### config.mk
export PLATFORM = sky130hd
export DESIGN_NAME = piso_shift_transmitter
export DESIGN_NICKNAME = d
export VERILOG_FILES = /design/src/rtl/piso_shift_transmitter_pkg.sv /design/src/rtl/piso_shift_transmitter_bit_counter.sv /design/src/rtl/piso_shift_transmitter.sv
export SDC_FILE = /design/constraint.sdc
export NUM_CORES = 1
export LEC_CHECK = 0
export BUFFER_PORTS_ARGS = -buffer_cell sky130_fd_sc_hd__buf_2
export CAP_MARGIN = 20
export CORE_MARGIN = 5
export CORE_UTILIZATION = 51
export DETAILED_ROUTE_END_ITERATION = 16
export PLACE_DENSITY = 0.75
export SYNTH_ARGS = -nofsm -noshare
export SYNTH_HDL_FRONTEND = slang
export SYNTH_HIERARCHICAL = 1
export SYNTH_SLANG_ARGS = --single-unit
### constraint.sdc
create_clock -name clk -period 2.4 [get_ports clk]
set_clock_uncertainty 0.1 [all_clocks]
set_input_delay 0.6 -clock clk [delete_from_list [all_inputs] [get_ports clk]]
set_output_delay 0.6 -clock clk [all_outputs]
set_load 0.01 [all_outputs]
### src/rtl/piso_shift_transmitter_pkg.sv
// Shared types and constants for the PISO shift transmitter.
// Build option: define PARITY_EN to append an even-parity bit to every frame.
package piso_shift_transmitter_pkg;

  typedef enum logic {
    ST_IDLE  = 1'b0,
    ST_SHIFT = 1'b1
  } state_t;

  // Parity bit is XORed with this; 0 gives even parity.
  localparam logic PAR_ODD = 1'b0;

  // Index of the final bit of a frame, counted from 0.
  function automatic int frame_last(input int size);
`ifdef PARITY_EN
    return size;
`else
    return size - 1;
`endif
  endfunction

endpackage

### src/rtl/piso_shift_transmitter_bit_counter.sv
// Frame bit counter: synchronous clear has priority over increment;
// at_last flags that the count has reached the terminal value.
module piso_shift_transmitter_bit_counter #(
  parameter int W = 4
) (
  input  logic         clk,
  input  logic         reset,
  input  logic         clear,
  input  logic         inc,
  input  logic [W-1:0] terminal,
  output logic [W-1:0] count,
  output logic         at_last
);

  always_ff @(posedge clk) begin
    if (reset)      count <= '0;
    else if (clear) count <= '0;
    else if (inc)   count <= count + W'(1);
  end

  assign at_last = (count == terminal);

endmodule

### src/rtl/piso_shift_transmitter.sv
// Parallel-in, serial-out transmitter: valid/ready word load, MSB-first shift
// on each enable, one-cycle registered done pulse. Build option: PARITY_EN.
module piso_shift_transmitter
  import piso_shift_transmitter_pkg::*;
#(
  parameter int SIZE = 8
) (
  input  logic            clk,
  input  logic            reset,
  input  logic [SIZE-1:0] data_in,
  input  logic            load_valid,
  output logic            load_ready,
  input  logic            enable,
  output logic            out,
  output logic            out_valid,
  output logic            done
);

  localparam int            CW     = $clog2(SIZE + 1);
  localparam int            LAST_I = frame_last(SIZE);
  localparam logic [CW-1:0] LAST   = CW'(LAST_I);

  state_t          state, state_nxt;
  logic [SIZE-1:0] shreg, shreg_nxt;
  logic            done_q, done_nxt;
  logic [CW-1:0]   cnt;
  logic            at_last;
  logic            cnt_clear, cnt_inc;
  logic            load_fire;
  logic            serial;
  logic            data_bit;

`ifdef PARITY_EN
  logic par;

  always_ff @(posedge clk) begin
    if (reset)          par <= 1'b0;
    else if (load_fire) par <= (^data_in) ^ PAR_ODD;
  end

  // Once all data bits are out the counter sits on SIZE and the parity bit goes out.
  assign data_bit = (cnt == CW'(SIZE)) ? par : shreg[SIZE-1];
`else
  assign data_bit = shreg[SIZE-1];
`endif

  piso_shift_transmitter_bit_counter #(.W(CW)) u_cnt (
    .clk      (clk),
    .reset    (reset),
    .clear    (cnt_clear),
    .inc      (cnt_inc),
    .terminal (LAST),
    .count    (cnt),
    .at_last  (at_last)
  );

  always_ff @(posedge clk) begin
    if (reset) begin
      state  <= ST_IDLE;
      shreg  <= '0;
      done_q <= 1'b0;
    end else begin
      state  <= state_nxt;
      shreg  <= shreg_nxt;
      done_q <= done_nxt;
    end
  end

  always_comb begin
    state_nxt  = state;
    shreg_nxt  = shreg;
    done_nxt   = 1'b0;
    load_ready = 1'b0;
    out_valid  = 1'b0;
    serial     = 1'b0;
    cnt_clear  = 1'b0;
    cnt_inc    = 1'b0;
    case (state)
      ST_IDLE: begin
        load_ready = 1'b1;
        if (load_valid) begin
          shreg_nxt = data_in;
          cnt_clear = 1'b1;
          state_nxt = ST_SHIFT;
        end
      end
      ST_SHIFT: begin
        out_valid = 1'b1;
        serial    = data_bit;
        if (enable) begin
          if (at_last) begin
            // Final bit consumed: a waiting word follows with no idle gap.
            done_nxt   = 1'b1;
            load_ready = 1'b1;
            cnt_clear  = 1'b1;
            if (load_valid) begin
              shreg_nxt = data_in;
            end else begin
              shreg_nxt = '0;
              state_nxt = ST_IDLE;
            end
          end else begin
            shreg_nxt = shreg << 1;
            cnt_inc   = 1'b1;
          end
        end
      end
    endcase
  end

  assign load_fire = load_valid && load_ready;
  assign out       = serial;
  assign done      = done_q;

endmodule

==> results of run 1 <==
per-layer routing:
metal | GRT usage | wire length, um
met5 | 0 | 0
met4 | 0.0673 | 16
met3 | 0.0675 | 62
met1 | 0.167 | 692
met2 | 0.215 | 724
per-stage QoR:
step	hold slack (ns)	std cells	power, mW
floorplan	0.339	89	0.321
global placement	0.352	117	0.342
detailed placement	0.353	117	0.344
CTS	0.365	120	0.478
global route	0.402	120	0.502
finish	0.366	120	0.468
final timing paths:
kind                  startpoint        endpoint
hold / removal          shreg[0]        shreg[0]
setup / recovery  u_cnt/count[0]      load_ready
hold reg to reg         shreg[0]        shreg[0]
setup reg to reg  u_cnt/count[0]  u_cnt/count[3]
power groups by stage:
stage	Sequential [mW]	Combinational, mW	Clock [mW]
after global routing	0.258	0.0922	0.152
final	0.255	0.0827	0.130
after global placement	0.260	0.0814	0
after CTS	0.255	0.0835	0.140
after floorplan	0.259	0.0614	0
after detailed placement	0.261	0.0828	0
flip-flops by register name, summed over array words and instances (netlist names):
register and count:
done 1, state 1, u_cnt/count 4, shreg 8
Yosys cell counts (2+ instances only):
cell,instances
nor2_1,17
dfxtp_1,14
nor4_1,8
a311oi_1,7
and2b_1,7
xor2_1,4
a21oi_1,3
nand3_1,3
a21bo_2,2
buf_6,2
conb_1,2
nor3b_1,2
cells by family (layout without fill, tap and decap cells):
logic type,after synthesis,after routing,synth area share
flip-flops,14,14,0.368
adder cells (fa/ha/maj),1,1,0.0164
XOR/XNOR,5,5,0.0576
AND/OR/NAND/NOR,45,45,0.322
multiplexers,3,3,0.0477
AO/OA/AOI/OAI,12,12,0.127
other,2,4,0.00987
buffers and inverters,5,20,0.0510
cell type report:
type | instances | area share
multi-input combinational | 70 | 0.527
clock buffer | 3 | 0.0260
sequential | 14 | 0.324
inverter | 1 | 0.00434
tap | 16 | 0.0232
timing repair buffer | 16 | 0.0955
critical path, delay by kind of cell, from the launching register on:
kind	cells	cell delay, ns
compound gates	1	0.20
flops	1	0.42
xor+xnor	1	0.11
buf+inv	1	0.13
simple gates	1	0.29
==> flow_summary.toml, run 1 <==
[cells_and_area]
final-seq-area_um2 = 280
antenna_cells = 0
nNetsFinal = 119
utilization = 0.595
final_cell_mix = "nor2_1 (17), buf_2 (15), dfxtp_1 (14)"
drive_gt1_frac = 0.250
num-fill-cells = 141
multiInputGateArea_um2 = 455
syn2layout_area_growth_pct = 13.7
final_common_cell = "nor2_1"
fin_area_um2 = 865

[clock_network]
cts-root-buf = "clkbuf_4"
hold_buffers = 0
cts_buffer_depth = 2
tritoncts = "done"
htree_levels = 1
ctsResizeCount = 0
cts_buffers = 3
clk_latency_ns = 0.28
clock_sinks = 14
clk_pin_slew_ns = 0.08
cts_setup_buffers = 0

[yosys]
yosys.area.top_type = "dfxtp_1"
yosysUniqueCellTypes = 28
synth_seq_cells = 14
synth_area_um2 = 761
ys_top_cells_by_area = "dfxtp_1 (37%), nor2_1 (8.4%), a311oi_1 (8.1%)"
yosysWarningCount = 6
async_flop_share = 0
synthCells = 87
synth_top_flop_cell = "dfxtp_1"
synth_top_cell_area_share = 0.368
synth.avg_cell_area_um2 = 8.74
seq_area_frac_synth = 0.368
synth_edf_count = 0

[detailed_routing]
antenna_violating_nets_post_route = 0
drt_iter0_drc = 8
drc_errors = 0
wl_mm = 1.50
vias = 652
dr.pass1.iters = 4
viasPerCell = 5.43
wl_per_cell_um = 12.5

[setup_path]
worst_ep_required_time_ns = 1.70
regToRegSetupSlack_ns = 0.56
worstSetupPathType = "flip-flop to output port"
crit_arrival_ns = 1.41
path_cells = "xor2_1 > nor4_2 > a21bo_2 > buf_2"
slowest_stage = "dfxtp_1"
cp-start-kind = "flip-flop"
endpoint_kind = "output port"
critPathMaxStageDelay_ns = 0.42
worstPathMaxFanout = 4
ff2ff_path_depth = 6

[pwr]
pwr-share-clk = 0.278
pwr-share-seq = 0.545
vdd_ir_drop_max_mv = 0.310
combPwrFrac = 0.177
p_leak_nw = 0.392
switching_share = 0.269
p_switching_uw = 126
power.density_nw_per_um2 = 542
p_int_uw = 342

[sta]
finalHoldViolCount = 0
fmax_mhz = 475
setup-tns-final_ns = 0
rsz0062_at_grt = "false"
setup_viol = 0
slew_viol_final = 0
period_minus_slack_ns = 2.11
finalCritPeriodShare = 0.878
fin_ws_ns = 0.293

[job]
cap_violations = 0

[global_routing]
grt_max_degree = 18
grt_pass1_wl_mm = 2.66
grt_pass1_vias = 585
grt_usage = 0.142
overflow = 0
antenna_found_initial = 0

[min_path]
hp-class = "flip-flop to flip-flop"
hold_depth = 2

[die]
die_y_um = 48.6
io_pins = 16
die_w_um = 48.6
die-area_um2 = 2360
core-area_um2 = 1450
rows = 14
initial_core_util = 0.523

[run_status]
status = "completed"

[placement]
dp_worst_setup_slack_ns = 0.502
dpl_cell_area_um2 = 842
hpwlAfterDp_mm = 1.10
io_buffers = 15
gp_congestion = 0.751
No activity file was read; power rests on OpenSTA's default activity.
==> run 2: changes to the inputs <==
--- a/config.mk
+++ b/config.mk
@@ -7,7 +7,6 @@
 export LEC_CHECK = 0
 export BUFFER_PORTS_ARGS = -buffer_cell sky130_fd_sc_hd__buf_2
 export CAP_MARGIN = 20
-export CORE_MARGIN = 5
 export CORE_UTILIZATION = 51
 export DETAILED_ROUTE_END_ITERATION = 16
 export PLACE_DENSITY = 0.75
==> constraint.sdc (replaced) <==
create_clock -name clk -period 2.4 [get_ports clk]
set_clock_uncertainty 0.1 [all_clocks]
set_input_delay 0.6 -clock clk [delete_from_list [all_inputs] [get_ports clk]]
set_output_delay 0.6 -clock clk [all_outputs]
set_load 0.1 [all_outputs]
==> flow_summary.toml, run 2 (same netlist as run 1, synthesis figures left out) <==
[run_status]
status = "completed"

[global_routing]
antenna_found_initial = 0
grt_pass1_wl_mm = 2.43
overflow = 0
grt_pass1_vias = 575
grt_usage = 0.222
grt_max_degree = 18

[pwr]
p_switching_uw = 156
p_total_uw = 538
p_int_uw = 383
pwr-share-clk = 0.313
p_leak_nw = 0.413
power.density_nw_per_um2 = 594
switching_share = 0.289
vdd_ir_drop_max_mv = 0.354
pwr-share-seq = 0.474
combPwrFrac = 0.213

[clock_network]
hold_buffers = 0
cts_setup_buffers = 0
cts_buffer_depth = 2
cts-root-buf = "clkbuf_4"
tritoncts = "done"
cts_buffers = 3
clk_latency_ns = 0.27
ctsResizeCount = 0
clock_sinks = 14
htree_levels = 1
clk_pin_slew_ns = 0.09

[setup_path]
worstSetupPathType = "flip-flop to output port"
r2r-start = "u_cnt/count[0]"
crit_arrival_ns = 1.51
cp-start-kind = "flip-flop"
worstPathMaxFanout = 4
path_cells = "xor2_1 > nor4_2 > a21bo_4 > buf_12"
critPathMaxStageDelay_ns = 0.41
crit_cells = 4
worst_ep_required_time_ns = 1.70
reg2reg_to = "u_cnt/count[3]"
ff2ff_path_depth = 7
slowest_stage = "dfxtp_1"
cp_num_buf_inv = 1
regToRegSetupSlack_ns = 0.50
endpoint_kind = "output port"
critical_path.top_delay_family = "flip-flops"

[cells_and_area]
syn2layout_area_growth_pct = 19.1
nNetsFinal = 120
drive_gt1_frac = 0.264
fin_area_um2 = 906
antenna_cells = 0
largest_reg_flops = 8
top_register = "shreg"
num-fill-cells = 120
final-seq-area_um2 = 280
final_cell_mix = "nor2_1 (17), dfxtp_1 (14), buf_2 (14)"
instances_no_fill = 121
multiInputGateArea_um2 = 462
final_common_cell = "nor2_1"
largest_registers = "shreg (8), u_cnt/count (4)"

[detailed_routing]
drt_iter0_drc = 13
viasPerCell = 5.45
drc_errors = 0
wl_mm = 1.55
vias = 659
dr.pass1.iters = 4
wl_per_cell_um = 12.8
antenna_violating_nets_post_route = 0

[die]
core-area_um2 = 1350
die_w_um = 40.6
rows = 13
die_y_um = 40.6
io_pins = 16
initial_core_util = 0.563
die-area_um2 = 1650

[sta]
fin_ws_ns = 0.191
finalCritPeriodShare = 0.921
setup_viol = 0
slew_viol_final = 0
fmax_mhz = 453
setup-tns-final_ns = 0
rsz0062_at_grt = "false"
finalHoldViolCount = 0
period_minus_slack_ns = 2.21

[placement]
dpl_cell_area_um2 = 870
gp_congestion = 0.742
dp_cells = 117
io_buffers = 15
hpwlAfterDp_mm = 1.09
dp_worst_setup_slack_ns = 0.502

[min_path]
hold_end = "shreg[0]"
hp-class = "flip-flop to flip-flop"
min-delay-start = "shreg[0]"
hold_depth = 2

[job]
cap_violations = 0
## run 2: worst min-delay path: cells and delay by family, from the launching register on
kind,cells,cell delay [ns]
AOI/OAI and AO/OA,1,0.05
DFF,1,0.32
and+or+nand+nor,1,0.06
## run 2: layer usage
metal  global-route usage  vias up  wire, um
met2                0.385       14       714
met3               0.0326        2        44
met1                0.267      298       772
met5                    0        -         0
li1                     -      345         -
met4                0.100        0        14
## run 2: power groups by stage
stage	clock network, mW	registers (mW)	logic (mW)
after floorplan	0	0.268	0.0769
after global placement	0	0.260	0.112
after detailed placement	0	0.260	0.114
after CTS	0.174	0.255	0.115
after global routing	0.183	0.257	0.125
final	0.169	0.255	0.115
## run 2: final cells by class
cell class | count | share of cell area
clock buffer | 4 | 0.0401
inverter | 1 | 0.00414
multi-input combinational | 70 | 0.510
sequential | 14 | 0.309
tap | 15 | 0.0207
timing repair buffer | 17 | 0.116
## run 2: how the worst max path moves through the flow
stage	start	end	slack, ns
2_1_floorplan	state	out	0.04
3_3_place_gp	u_cnt/count[0]	load_ready	0.53
3_5_place_dp	u_cnt/count[0]	load_ready	0.50
4_1_cts	u_cnt/count[0]	load_ready	0.18
5_1_grt	u_cnt/count[0]	load_ready	0.07
6_report	u_cnt/count[0]	load_ready	0.19
## run 2: per-stage QoR
| step | hold WS (ns) | util |
|---|---|---|
| after floorplan | 0.339 | - |
| after global placement | 0.348 | 0.644 |
| after detailed placement | 0.360 | 0.644 |
| after CTS | 0.371 | 0.671 |
| after global routing | 0.395 | 0.671 |
| final | 0.372 | 0.671 |
==> run 3: changes to the inputs <==
--- a/config.mk
+++ b/config.mk
@@ -9,7 +9,8 @@
 export CAP_MARGIN = 20
 export CORE_UTILIZATION = 51
 export DETAILED_ROUTE_END_ITERATION = 16
-export PLACE_DENSITY = 0.75
+export GPL_TIMING_DRIVEN = 0
+export PLACE_DENSITY = 0.83
 export SYNTH_ARGS = -nofsm -noshare
 export SYNTH_HDL_FRONTEND = slang
 export SYNTH_HIERARCHICAL = 1
==> flow_summary.toml, run 3 (same netlist as run 1, synthesis figures left out) <==
[clock_network]
cts_buffer_depth = 2
clk_latency_ns = 0.28
clock_sinks = 14
cts_buffers = 3
cts-root-buf = "clkbuf_4"
hold_buffers = 0
htree_levels = 1
clk_pin_slew_ns = 0.08
tritoncts = "done"

[global_routing]
grt_max_degree = 11
grt_pass1_vias = 670
grt_pass1_wl_mm = 2.65
overflow = 0
met3_usage = 0.0870
use_met1 = 0.258
grt_usage = 0.248
use_met2 = 0.452
grt_busiest_layer = "met2"
antenna_found_initial = 0

[detailed_routing]
dr.pass1.iters = 4
wl_mm = 1.70
antenna_violating_nets_post_route = 0
drc_errors = 0
wl_per_cell_um = 13.6
vias = 690
viasPerCell = 5.52
drt_iter0_drc = 33

[cells_and_area]
largest_reg_flops = 8
top_register = "shreg"
utilization = 0.701
final_common_cell = "nor2_1"
drive_gt1_frac = 0.300
largest_registers = "shreg (8), u_cnt/count (4)"
final_cell_mix = "nor2_1 (17), buf_2 (15), dfxtp_1 (13)"
antenna_cells = 0
nNetsFinal = 124
syn2layout_area_growth_pct = 24.3

[placement]
io_buffers = 15
gp_congestion = 0.772
dp_worst_setup_slack_ns = -0.302
hpwlAfterDp_mm = 1.19

[die]
initial_core_util = 0.563
io_pins = 16
die-area_um2 = 1650
die_w_um = 40.6
rows = 13
die_y_um = 40.6
core-area_um2 = 1350

[sta]
fin_ws_ns = 0.120
period_minus_slack_ns = 2.28
fmax_mhz = 439
rsz0062_at_grt = "false"
finalHoldViolCount = 0
slew_viol_final = 0
finalCritPeriodShare = 0.950
setup-tns-final_ns = 0
whs_ns = 0.384
setup_viol = 0

[pwr]
combPwrFrac = 0.222
pwr-share-seq = 0.468
p_int_uw = 386
p_switching_uw = 161
pwr-share-clk = 0.310
vdd_ir_drop_max_mv = 0.372
switching_share = 0.294
p_leak_nw = 0.434
power.density_nw_per_um2 = 578

[setup_path]
critPathMaxStageDelay_ns = 0.39
crit_arrival_ns = 1.58
path_cells = "xor2_1 > nor4_4 > buf_4 > a21bo_4 > buf_8"
critical_path.top_delay_family = "flip-flops"
cp-start-kind = "flip-flop"
worstSetupPathType = "flip-flop to output port"
cp_num_buf_inv = 2
endpoint_kind = "output port"
slowest_stage = "dfxtp_1"
worst_ep_required_time_ns = 1.70
worstPathMaxFanout = 5

[min_path]
hp-class = "flip-flop to flip-flop"

[run_status]
status = "completed"

[job]
cap_violations = 0
-- run 3: final timing paths --
check,startpoint,to,slack (ns),cells past startpoint
setup / recovery,u_cnt/count[2],load_ready,0.12,5
hold / removal,shreg[0],shreg[0],0.38,2
setup reg to reg,u_cnt/count[3],u_cnt/count[3],0.38,7
hold reg to reg,shreg[0],shreg[0],0.38,2
-- run 3: per-layer routing --
layer | wire length, um | part of all wire
met2 | 817 | 0.48
met1 | 783 | 0.46
met4 | 10 | 0.0059
met5 | 0 | 0
met3 | 86 | 0.051
-- run 3: stage by stage --
step                      area [um2]  power, mW  instances
after floorplan                  774      0.345         89
after global placement           868      0.369        119
after detailed placement         873      0.374        120
after CTS                        938      0.547        125
after global routing             946      0.572        125
final                            946      0.547        125
-- run 3: area by class of cell --
type	instances	area [um2]
Inverter	1	3.75
Buffer	4	35.0
Clock buffer	4	36.3
Timing Repair Buffer	17	100
Tap cell	15	18.8
Multi-Input combinational cell	70	470
Fill cell	107	404
Sequential cell	14	282
-- run 3: power groups by stage --
stage	clock, mW	combinational, mW	sequential, mW
after floorplan	0	0.0769	0.268
after global placement	0	0.109	0.260
after detailed placement	0	0.113	0.261
after CTS	0.172	0.119	0.256
after global routing	0.182	0.132	0.257
final	0.170	0.121	0.256
-- run 3: tightest hold or removal path: stages, from the launching register on --
cell and delay [ns]:
dfxtp_1 0.32, nand3_1 0.07, a21oi_1 0.05
-- run 3: repair_timing --
| item | 4_1_cts | 5_1_grt |
|---|---|---|
| pin swaps | 1 | 0 |
| buffers inserted | 1 | 0 |
| setup endpoints to repair | 1 | 1 |
| resized for setup | 4 | 3 |
